===== src/rtl/mem_arb_pkg.sv =====
// Shared definitions for the mem_arb memory arbiter: reset address, FSM and
// master-id encodings, latched transaction record and byte-mask expansion.
package mem_arb_pkg;

  localparam logic [63:0] PC_START_DEFAULT = 64'h8000_0000;

  typedef enum logic [1:0] {
    ST_IDLE   = 2'd0,
    ST_ACCESS = 2'd1,
    ST_RESP   = 2'd2
  } state_e;

  typedef enum logic {
    MST_IF = 1'b0,
    MST_LS = 1'b1
  } master_e;

  typedef struct packed {
    master_e     master;
    logic        wen;
    logic [63:0] wdata;
    logic [7:0]  wmask;
  } txn_t;

  // One store-mask bit covers a whole byte lane of the RAM bit mask.
  function automatic logic [63:0] expand_mask(input logic [7:0] byte_mask);
    logic [63:0] bit_mask;
    for (int b = 0; b < 8; b++) begin
      bit_mask[b*8 +: 8] = {8{byte_mask[b]}};
    end
    return bit_mask;
  endfunction

endpackage


===== src/rtl/mem_arb_addr_map.sv =====
// Byte address to RAM word index translation with range check (combinational).
module mem_arb_addr_map
  import mem_arb_pkg::*;
#(
  parameter logic [63:0] PC_START = PC_START_DEFAULT,
  parameter int          IDX_W    = 16
) (
  input  logic [63:0]      addr_i,
  output logic [IDX_W-1:0] idx_o,
  output logic             in_range_o
);

  logic [63:0] word;

  // Addresses below PC_START wrap to a huge word number, but are rejected
  // by the explicit lower-bound compare anyway.
  assign word       = (addr_i - PC_START) >> 3;
  assign idx_o      = word[IDX_W-1:0];
  assign in_range_o = (addr_i >= PC_START) && ((word >> IDX_W) == 64'd0);

endmodule


===== src/rtl/mem_arb.sv =====
// Two-master (fetch / load-store) arbiter onto a single-port RAM, one access
// in flight. Define MEM_ARB_RR_EN for round-robin; default is LS-over-IF.
module mem_arb
  import mem_arb_pkg::*;
#(
  parameter logic [63:0] PC_START = PC_START_DEFAULT,
  parameter int          IDX_W    = 16
) (
  input  logic             clock,
  input  logic             reset,

  input  logic             if_req_i,
  input  logic [63:0]      if_addr_i,
  output logic             if_ready_o,
  output logic [63:0]      if_rdata_o,

  input  logic             ls_req_i,
  input  logic             ls_wen_i,
  input  logic [63:0]      ls_addr_i,
  input  logic [63:0]      ls_wdata_i,
  input  logic [7:0]       ls_wmask_i,
  output logic             ls_ready_o,
  output logic [63:0]      ls_rdata_o,

  output logic             ram_en_o,
  output logic             ram_wen_o,
  output logic [IDX_W-1:0] ram_idx_o,
  output logic [63:0]      ram_wdata_o,
  output logic [63:0]      ram_wmask_o,
  input  logic [63:0]      ram_rdata_i
);

  state_e           state_q, state_d;
  txn_t             txn_q, txn_d;
  logic [IDX_W-1:0] idx_q, idx_d;
  logic             in_range_q, in_range_d;
  logic             ram_en_q, ram_en_d;
  logic             ram_wen_q, ram_wen_d;
  logic             if_ready_q, if_ready_d;
  logic             ls_ready_q, ls_ready_d;
  logic [63:0]      if_rdata_q, if_rdata_d;
  logic [63:0]      ls_rdata_q, ls_rdata_d;
`ifdef MEM_ARB_RR_EN
  master_e          last_q, last_d;
`endif

  master_e          grant;
  logic [63:0]      grant_addr;
  logic [IDX_W-1:0] grant_idx;
  logic             grant_in_range;
  logic [63:0]      resp_data;

  always_comb begin
    grant = MST_IF;
`ifdef MEM_ARB_RR_EN
    if (ls_req_i && if_req_i) begin
      grant = (last_q == MST_LS) ? MST_IF : MST_LS;
    end else if (ls_req_i) begin
      grant = MST_LS;
    end
`else
    if (ls_req_i) begin
      grant = MST_LS;
    end
`endif
  end

  assign grant_addr = (grant == MST_LS) ? ls_addr_i : if_addr_i;

  mem_arb_addr_map #(
    .PC_START (PC_START),
    .IDX_W    (IDX_W)
  ) u_addr_map (
    .addr_i     (grant_addr),
    .idx_o      (grant_idx),
    .in_range_o (grant_in_range)
  );

  assign resp_data = in_range_q ? ram_rdata_i : 64'd0;

  always_comb begin
    // NOTE: every _d takes its hold/idle value first, so no branch can leave
    // one unassigned and infer a latch.
    state_d    = state_q;
    txn_d      = txn_q;
    idx_d      = idx_q;
    in_range_d = in_range_q;
    ram_en_d   = 1'b0;
    ram_wen_d  = 1'b0;
    if_ready_d = 1'b0;
    ls_ready_d = 1'b0;
    if_rdata_d = if_rdata_q;
    ls_rdata_d = ls_rdata_q;
`ifdef MEM_ARB_RR_EN
    last_d     = last_q;
`endif

    unique case (state_q)
      ST_IDLE: begin
        if (if_req_i || ls_req_i) begin
          state_d      = ST_ACCESS;
          txn_d.master = grant;
          txn_d.wen    = (grant == MST_LS) && ls_wen_i;
          txn_d.wdata  = (grant == MST_LS) ? ls_wdata_i : 64'd0;
          txn_d.wmask  = (grant == MST_LS) ? ls_wmask_i : 8'd0;
          idx_d        = grant_idx;
          in_range_d   = grant_in_range;
          ram_en_d     = grant_in_range;
          ram_wen_d    = grant_in_range && (grant == MST_LS) && ls_wen_i;
`ifdef MEM_ARB_RR_EN
          last_d       = grant;
`endif
        end
      end
      ST_ACCESS: begin
        state_d    = ST_RESP;
        if_ready_d = (txn_q.master == MST_IF);
        ls_ready_d = (txn_q.master == MST_LS);
      end
      ST_RESP: begin
        state_d = ST_IDLE;
        if (!txn_q.wen) begin
          if (txn_q.master == MST_IF) begin
            if_rdata_d = resp_data;
          end else begin
            ls_rdata_d = resp_data;
          end
        end
      end
      default: state_d = ST_IDLE;
    endcase
  end

  always_ff @(posedge clock) begin
    if (reset) begin
      state_q    <= ST_IDLE;
      txn_q      <= '0;
      idx_q      <= '0;
      in_range_q <= 1'b0;
      ram_en_q   <= 1'b0;
      ram_wen_q  <= 1'b0;
      if_ready_q <= 1'b0;
      ls_ready_q <= 1'b0;
      if_rdata_q <= 64'd0;
      ls_rdata_q <= 64'd0;
`ifdef MEM_ARB_RR_EN
      last_q     <= MST_IF;
`endif
    end else begin
      // NOTE: non-blocking so every flop samples the pre-edge _d values.
      state_q    <= state_d;
      txn_q      <= txn_d;
      idx_q      <= idx_d;
      in_range_q <= in_range_d;
      ram_en_q   <= ram_en_d;
      ram_wen_q  <= ram_wen_d;
      if_ready_q <= if_ready_d;
      ls_ready_q <= ls_ready_d;
      if_rdata_q <= if_rdata_d;
      ls_rdata_q <= ls_rdata_d;
`ifdef MEM_ARB_RR_EN
      last_q     <= last_d;
`endif
    end
  end

  // Reset is synchronous, so the enables are gated directly to stop a write
  // committing on the very edge that reset takes effect.
  assign ram_en_o    = ram_en_q & ~reset;
  assign ram_wen_o   = ram_wen_q & ~reset;
  assign ram_idx_o   = idx_q;
  assign ram_wdata_o = txn_q.wdata;
  assign ram_wmask_o = expand_mask(txn_q.wmask);

  assign if_ready_o  = if_ready_q;
  assign ls_ready_o  = ls_ready_q;
  // Read data is forwarded during the response cycle and held afterwards.
  assign if_rdata_o  = if_rdata_d;
  assign ls_rdata_o  = ls_rdata_d;

endmodule


===== config.mk =====
export PLATFORM = sky130hd
export DESIGN_NAME = mem_arb
export DESIGN_NICKNAME = d
export VERILOG_FILES = /design/src/rtl/mem_arb_pkg.sv /design/src/rtl/mem_arb_addr_map.sv /design/src/rtl/mem_arb.sv
export SDC_FILE = /design/constraint.sdc
export NUM_CORES = 1
export LEC_CHECK = 0
export ABC_CLOCK_PERIOD_IN_PS = 3100
export BUFFER_PORTS_ARGS = -buffer_cell sky130_fd_sc_hd__buf_2
export CAP_MARGIN = 0
export CORE_AREA = 2 2 211 213
export DETAILED_ROUTE_END_ITERATION = 12
export DIE_AREA = 0 0 213 215
export SYNTH_ARGS = -nofsm -noshare
export SYNTH_HDL_FRONTEND = slang
export SYNTH_SLANG_ARGS = --single-unit

===== constraint.sdc =====
create_clock -name clock -period 3.1 [get_ports clock]
set_input_delay 0.62 -clock clock [delete_from_list [all_inputs] [get_ports clock]]
set_output_delay 0.62 -clock clock [all_outputs]
set_load 0.005 [all_outputs]

==> results.cfg, run 1 <==
[clock_tree]
clock_path_buffers = 3
root_buffer = clkbuf_16
clkTransAtPathRegs_ns = 0.06
htree_levels = 1
cts_made_buffers = 26
clock_latency_ns = 0.54
cts_tree = yes
cts_setup_buffers = 0
clock-sinks = 225

[worst_setup_path]
worstSetupPathType = flip-flop to primary output
cp_data_required_time_ns = 2.48
slowest_stage = dfxtp_1
r2r_cells = 7
cp.arrival_ns = 2.28
crit_chain = nor2_4 -> nand3b_1 -> buf_12 -> buf_4 -> o21ai_0 -> buf_2
cp_num_cells = 6
critPathBufInv = 3
worstPathMaxFanout = 98
critPathLaunchType = flip-flop
cp_top_family = buffers and inverters
end_kind = primary output
cp_slowest_stage_delay_ns = 0.36

[detailed_routing]
ant_nets = 0
wl_per_cell_um = 15.66
drt-initial-drc-count = 489
viasPerCell = 4.397
routed_wl_um = 35120
dr.pass1.iters = 5
drc = 0
vias = 9862

[synth]
netlist_area_um2 = 10370
ys_types = 63
syn-num-nets = 1514
ys.warnings.count = 0
ys_ff_latch = 225
syn_avg_cell_area_um2 = 8.327
synth_cells = 1245
async_reset_ff_share_pct = 0
yosysSeqAreaShare_pct = 43.45
synthFlopType = dfxtp_1
synth_edf_count = 0

[finish]
num-fill-cells = 4675
design_area_um2 = 13630
nNetsFinal = 1896
finalNonFillerCells = 2243
areaGrowthSynthToFinish_pct = 31.50
final_common_cell = buf_2
drive_gt1_share_pct = 38.46
final_cell_mix = buf_2 (537), dfxtp_1 (222), nand2_1 (202), nor2b_1 (133), o21ai_0 (130)

[place]
dp_cells = 2189
gp_congestion = 0.8820
port_buffers = 538
dpl_cell_area_um2 = 12760
hpwl_um = 25220

[floorplanning]
die_area_um2 = 45800
core_area_um2 = 43640
ios = 545
start_util_pct = 23.76
die_x_um = 213
die_h_um = 215
row_count = 77

[sta]
whs_ns = 0.3104
relSlewSlack_pct = 40.45
tightest_slew_ns = 0.8933
fin_skew_ns = 0.003845
grt_setup_unrepaired = no
drv_slew = 0
min_period_ns = 2.904
finalCritPeriodShare_pct = 93.69
finalSetupViolations = 0
hold_viol_final = 0
fmax_mhz = 344.3

[min_path]
min_path_cells = 3
min_path_type = primary input to flip-flop

[global_routing]
grt_overflow = 0
grt_max_degree = 130
grt_pass1_wl_um = 51060
antenna_found_initial = 8
track_usage_pct = 13.98
grt_pass1_vias = 9528

[run_status]
status = finished clean

[power]
peakVddDrop_v = 0.0003066
leakagePower_nw = 6.279
power.total_mw = 6.804
pwr_density_cell_nw_per_um2 = 499.1

[job]
cap_violations = 0
[metrics by stage]
step | setup slack, ns | TNS (ns) | util [%]
after floorplan | 0.4495 | 0 | -
after global placement | 0.01968 | 0 | 29.23
after detailed placement | -0.01447 | -0.02423 | 29.23
after CTS | 0.05307 | 0 | 31.14
after global routing | 0.008077 | 0 | 31.23
final | 0.1956 | 0 | 31.24
[flip-flops by register name (all words and copies together) (netlist names)]
name	count
txn_q	2
state_q	2
ram_wen_q	1
if_rdata_q	64
ram_en_q	1
ls_ready_o	1
ram_wdata_o	64
ls_rdata_q	64
in_range_q	1
ram_idx_o	16
if_ready_o	1
ram_wmask_o	8
[worst register-to-register path: cells and delay by family (launching register included)]
kind,cells,cell delay [ns]
simple gates,4,0.85
compound gates,3,0.68
flops,1,0.42
[synthesized netlist by cell type (3+ instances only)]
library cell  instances  area [µm²]
o41ai_1               3       26.28
nand4_1               7       43.79
o21ai_0             131       655.6
or4b_1                4       40.04
xor2_1                4       35.03
buf_1                11       41.29
clkbuf_8              5       68.82
buf_4               128       960.9
a21oi_1               8       40.04
nor2b_1             133       832.1
clkbuf_1             67       251.5
nand2_1             202       758.2
nand3_1               4       20.02
a211oi_1             17       127.6
mux2i_1              27       270.3
nand3b_1              3       22.52
a31oi_1               3       18.77
xnor2_1               4       35.03
buf_6                 3       33.78
dfxtp_1             225        4504
nor4_1               10       62.56
or4_1                 6       45.04
o31ai_1               4       30.03
a22oi_1              74       555.5
nor3_1               11       55.05
nor2_1              104       390.4
[layout make-up]
class	instances	area [µm²]	area share [%]
diodes	5	12.51	0.09178
clock buffers	37	742.0	5.442
inverters	3	11.26	0.08260
repair buffers	568	2987	21.91
well taps	592	740.7	5.433
flip-flops and latches	225	4508	33.07
clock inverters	10	92.59	0.6791
multi-input cells	803	4539	33.30
[where the power goes]
| part | switching, mW | internal, mW | total (mW) |
|---|---|---|---|
| logic | 0.432 | 0.341 | 0.773 |
| clock network | 1.23 | 1.75 | 2.98 |
| registers | 0.0708 | 2.98 | 3.05 |
[cell families (layout without fill, tap and decap cells)]
group	Yosys count	after routing	share of synthesized area [%]
flops	225	225	43.45
buf+inv	219	618	13.31
compound gates	263	263	16.34
mux	27	27	2.607
xor+xnor	8	8	0.6758
simple gates	503	505	23.62
other cells	0	5	0
[worst paths after layout]
| kind | start | end | slack [ns] |
|---|---|---|---|
| worst max register to register | state_q[1]$_SDFFE_PP0P_ | ram_wen_q$_SDFF_PP0_ | 1.07 |
| worst min-delay path | ls_wdata_i[55] | ram_wdata_o[55]$_SDFFE_PP0P_ | 0.31 |
| worst max-delay path | state_q[0]$_SDFFE_PP0P_ | if_rdata_o[60] | 0.20 |
| worst min register to register | ram_idx_o[3]$_SDFFE_PP0P_ | ram_idx_o[3]$_SDFFE_PP0P_ | 0.50 |
[what timing repair did]
item / CTS / global route
hold buffers: 0 / 0
gates resized for setup: 0 / 4
endpoints found under the setup margin: 0 / 31
[metal layers]
layer	wire length, µm	GRT usage (%)	vias to the layer above
li1	-	-	4883
met1	14900	16.42	4519
met2	16230	23.96	387
met3	2733	3.639	67
met4	1215	5.781	6
met5	46	0	-
No activity file was read; power rests on OpenSTA's default activity.
==> run 2, diff against run 1 <==
--- a/config.mk
+++ b/config.mk
@@ -5,12 +5,12 @@
 export SDC_FILE = /design/constraint.sdc
 export NUM_CORES = 1
 export LEC_CHECK = 0
-export ABC_CLOCK_PERIOD_IN_PS = 3100
 export BUFFER_PORTS_ARGS = -buffer_cell sky130_fd_sc_hd__buf_2
 export CAP_MARGIN = 0
 export CORE_AREA = 2 2 211 213
 export DETAILED_ROUTE_END_ITERATION = 12
 export DIE_AREA = 0 0 213 215
+export SKIP_LAST_GASP = 1
 export SYNTH_ARGS = -nofsm -noshare
 export SYNTH_HDL_FRONTEND = slang
 export SYNTH_SLANG_ARGS = --single-unit
==> constraint.sdc (replaced) <==
create_clock -name clock -period 2.8 [get_ports clock]
set_input_delay 0.56 -clock clock [delete_from_list [all_inputs] [get_ports clock]]
set_output_delay 0.56 -clock clock [all_outputs]
set_load 0.005 [all_outputs]
==> results.cfg, run 2 (synthesized netlist as in run 1, its figures left out) <==
[sta]
min_period_ns = 2.653
tightest_slew_ns = 0.8900
grt_setup_unrepaired = no
relSlewSlack_pct = 40.66
finalSetupViolations = 0
fin_skew_ns = 0.01224
finalCritPeriodShare_pct = 94.76
fmax_mhz = 376.9
whs_ns = 0.2507
drv_slew = 0
hold_viol_final = 0

[detailed_routing]
ant_nets = 0
drc = 0
wl_per_cell_um = 15.17
routed_wl_um = 34320
dr.max_layer_used = met5
wl_met2_um = 16140
dr.pass1.iters = 4
viasPerCell = 4.393
drt-initial-drc-count = 496
vias = 9941
dr_wl_met3_um = 3097
met1_length_um = 14170

[finish]
final_cell_mix = buf_2 (537), dfxtp_1 (224), nand2_1 (202), nor2b_1 (133), o21ai_0 (125)
finalNonFillerCells = 2263
areaGrowthSynthToFinish_pct = 33.37
nNetsFinal = 1916
drive_gt1_share_pct = 38.99
final_common_cell = buf_2
design_area_um2 = 13830
utilization_pct = 31.68

[clock_tree]
clkTransAtPathRegs_ns = 0.06
clock-sinks = 225
ctsHoldBuffers = 0
clock_latency_ns = 0.54
htree_levels = 1
clock_path_buffers = 3
cts_made_buffers = 26
root_buffer = clkbuf_16
cts_tree = yes

[run_status]
status = finished clean

[global_routing]
grt_overflow = 0
track_usage_pct = 14.28
grt_max_degree = 116
grt_pass1_wl_um = 52150
antenna_found_initial = 7
grt_pass1_vias = 9676

[floorplanning]
die_x_um = 213
ios = 545
die_h_um = 215
row_count = 77
die_area_um2 = 45800
start_util_pct = 23.76
core_area_um2 = 43640

[place]
gp_congestion = 0.8937
port_buffers = 538
dpl_cell_area_um2 = 12960
hpwl_um = 25470
dp_cells = 2209

[power]
power.total_mw = 7.518
pwr_density_cell_nw_per_um2 = 543.7
peakVddDrop_v = 0.0003579
leakagePower_nw = 6.395

[worst_setup_path]
worstSetupPathType = flip-flop to primary output
cp_data_required_time_ns = 2.24
critPathLaunchType = flip-flop
cp.arrival_ns = 2.09
end_kind = primary output
worstPathMaxFanout = 59

[min_path]
min_path_type = primary input to flip-flop

[job]
cap_violations = 0
run 2: changes by cell type in the layout (fill, tap and decap cells not counted), sizes merged:
cell,previous run,this run
diode,5,4
clkbuf,37,40
clkinvlp,0,2
clkinv,9,6
bufinv,1,0
nand3,6,4
buf,568,590
run 2: final timing paths:
check,slack [ns],end,depth (start not counted),startpoint
setup reg to reg,0.90,ram_wen_q$_SDFF_PP0_,7,state_q[1]$_SDFFE_PP0P_
hold / removal,0.25,ram_wdata_o[4]$_SDFFE_PP0P_,3,ls_wdata_i[4]
hold reg to reg,0.50,ram_idx_o[3]$_SDFFE_PP0P_,2,ram_idx_o[3]$_SDFFE_PP0P_
setup / recovery,0.15,if_rdata_o[3],6,state_q[0]$_SDFFE_PP0P_
run 2: timing repair:
item	CTS	global route
setup buffers	2	0
gates resized for setup	0	5
gates cloned	0	0
setup endpoints to repair	2	5
run 2: layout make-up:
cell class                      count  area (µm²)
Clock inverter                      8       60.06
Multi-Input combinational cell    801        4512
Clock buffer                       40       773.2
Inverter                            3       11.26
Sequential cell                   225        4506
Tap cell                          592       740.7
Timing Repair Buffer              590        3214
Fill cell                        4659       29820
Antenna cell                        4       10.01
run 2: layer usage:
layer | GRT usage [%] | vias to the layer above
li1 | - | 4919
met1 | 16.68 | 4552
met2 | 24.63 | 404
met3 | 4.384 | 58
met4 | 4.732 | 8
met5 | 0 | -
run 2: worst max-delay path: stages (launching register included):
cell      delay (ns)
dfxtp_1         0.34
nor2_1          0.21
nand3b_1        0.16
buf_12          0.21
buf_12          0.20
o21ai_0         0.26
buf_2           0.17
run 2: where the power goes:
| group | internal [mW] | switching (mW) | leakage, nW |
|---|---|---|---|
| clock network | 1.90 | 1.37 | 0.406 |
| registers | 3.30 | 0.0716 | 1.83 |
| logic | 0.396 | 0.477 | 4.16 |
run 2: through the flow:
stage | TNS, ns | setup slack (ns)
finish | 0 | 0.1467
floorplan | 0 | 0.2095
detailed placement | -0.5017 | -0.1800
CTS | 0 | 0.03922
global route | 0 | 0.002295
global placement | -0.5821 | -0.2072
==> run 3, diff against run 2 <==
--- a/config.mk
+++ b/config.mk
@@ -10,6 +10,8 @@
 export CORE_AREA = 2 2 211 213
 export DETAILED_ROUTE_END_ITERATION = 12
 export DIE_AREA = 0 0 213 215
+export GPL_ROUTABILITY_DRIVEN = 0
+export HOLD_SLACK_MARGIN = 0.1
 export SKIP_LAST_GASP = 1
 export SYNTH_ARGS = -nofsm -noshare
 export SYNTH_HDL_FRONTEND = slang
==> constraint.sdc (replaced) <==
create_clock -name clock -period 2.3 [get_ports clock]
set_input_delay 0.46 -clock clock [delete_from_list [all_inputs] [get_ports clock]]
set_output_delay 0.46 -clock clock [all_outputs]
set_load 0.005 [all_outputs]
==> results.cfg, run 3 (synthesized netlist as in run 1, its figures left out) <==
[global_routing]
grt_pass1_vias = 10236
grt_max_degree = 115
grt_overflow = 0
track_usage_pct = 15.38
antenna_found_initial = 5
grt_pass1_wl_um = 55720

[clock_tree]
clkTransAtPathRegs_ns = 0.06
clock-sinks = 225
root_buffer = clkbuf_16
cts_tree = yes
cts_made_buffers = 26
clock_latency_ns = 0.54
clock_path_buffers = 3
htree_levels = 1

[finish]
finalNonFillerCells = 2324
final_cell_mix = buf_2 (529), dfxtp_1 (220), nand2_1 (159), nor2b_1 (133), nor2_1 (103)
areaGrowthSynthToFinish_pct = 51.80
final_common_cell = buf_2
design_area_um2 = 15740
nNetsFinal = 1984
num-fill-cells = 4429
drive_gt1_share_pct = 49.05

[sta]
fin_skew_ns = 0.008279
fmax_mhz = 403.9
layout_setup_ws_ns = -0.1757
finalCritPeriodShare_pct = 107.6
min_period_ns = 2.476
relSlewSlack_pct = 50.73
hold_viol_final = 0
grt_setup_unrepaired = yes
drv_slew = 0
tightest_slew_ns = 0.7391
whs_ns = 0.1550
finalSetupViolations = 123

[place]
hpwl_um = 25420
dpl_cell_area_um2 = 13170
port_buffers = 538
pre_cts_ws_ns = -0.6821
dp_cells = 2235

[run_status]
violations = setup timing
status = complete, but fails checks

[detailed_routing]
routed_wl_um = 39530
vias = 10641
wl_per_cell_um = 17.01
drc = 0
drt-initial-drc-count = 551
dr.pass1.iters = 7
viasPerCell = 4.579
ant_nets = 0

[worst_setup_path]
slowest_stage = dfxtp_2
cp_top_family = buffers and inverters
critPathLaunchType = flip-flop
cp_slowest_stage_delay_ns = 0.33
crit_chain = nor2_4 -> buf_6 -> nand3_4 -> buf_12 -> clkbuf_16 -> buf_8 -> o21ai_1 -> buf_2
worstSetupPathType = flip-flop to primary output
worstPathMaxFanout = 7
end_kind = primary output
cp.arrival_ns = 2.02
cp_data_required_time_ns = 1.84
r2r_slack_ns = 0.26
critPathBufInv = 5

[floorplanning]
die_x_um = 213
die_area_um2 = 45800
core_area_um2 = 43640
start_util_pct = 23.76
die_h_um = 215
ios = 545
row_count = 77

[min_path]
min_path_type = primary input to flip-flop

[power]
peakVddDrop_v = 0.0003987
leakagePower_nw = 7.194
pwr_density_cell_nw_per_um2 = 605.1

[job]
cap_violations = 0
[run 3: cell count changes in the layout (fill, tap and decap cells not counted), sizes merged]
| cell | before | now |
|---|---|---|
| inv | 3 | 2 |
| bufinv | 0 | 1 |
| buf | 590 | 645 |
| clkinv | 6 | 4 |
| diode | 4 | 1 |
| clkinvlp | 2 | 1 |
| nand3 | 4 | 5 |
| clkbuf | 40 | 51 |
[run 3: path summary, 6_finish.rpt]
kind,start,to,cells after the start
setup / recovery,txn_q[72]$_SDFFE_PP0P_,ls_rdata_o[61],8
setup reg to reg,state_q[0]$_SDFFE_PP0P_,in_range_q$_SDFFE_PP0P_,8
hold reg to reg,ram_idx_o[2]$_SDFFE_PP0P_,ram_idx_o[2]$_SDFFE_PP0P_,2
hold / removal,ls_wmask_i[0],ram_wmask_o[0]$_SDFFE_PP0P_,3
[run 3: power by group]
part,switching (mW),total [mW],internal [mW]
clock,1.67,4.14,2.46
combinational,0.670,1.29,0.618
sequential,0.0839,4.10,4.01
[run 3: per-stage QoR]
step / TNS [ns] / utilization [%] / total power, mW
after floorplan: -0.5092 / - / 4.813
after global placement: -3.536 / 30.17 / 5.261
after detailed placement: -5.736 / 30.17 / 5.277
after CTS: -13.39 / 34.15 / 9.597
after global routing: -22.79 / 36.05 / 9.914
final: -10.24 / 36.06 / 9.523
[run 3: routing by layer]
metal / wire (µm) / GRT usage [%]
met2: 19050 / 26.60
met4: 1169 / 5.291
met3: 3042 / 3.960
met5: 51 / 0
met1: 16210 / 18.29
[run 3: timing repair]
action                                  4_1_cts  5_1_grt
hold buffers                                  0        0
endpoints found under the setup margin      131      131
endpoints found under the hold margin         0        0
gates resized for setup                     244      121
cloned                                       11       13
pin swaps                                    43       17
buffers inserted                             19        4
[run 3: final cells by class]
| class | instances | area, µm² | area share [%] |
|---|---|---|---|
| Multi-Input combinational cell | 802 | 5241 | 33.30 |
| Sequential cell | 225 | 4518 | 28.71 |
| Timing Repair Buffer | 657 | 4377 | 27.81 |
| Clock buffer | 39 | 790.8 | 5.025 |
| Tap cell | 592 | 740.7 | 4.707 |
| Clock inverter | 5 | 56.30 | 0.3578 |
| Inverter | 3 | 11.26 | 0.07155 |
| Antenna cell | 1 | 2.502 | 0.01590 |
[run 3: worst register-to-register path, cell delays in order, from the launching register on]
cell	delay [ns]
dfxtp_2	0.33
buf_4	0.14
nor2_1	0.23
o21ai_4	0.11
a311oi_1	0.28
nand4_1	0.25
a2111oi_4	0.31
nand4b_4	0.15
o21ai_1	0.15
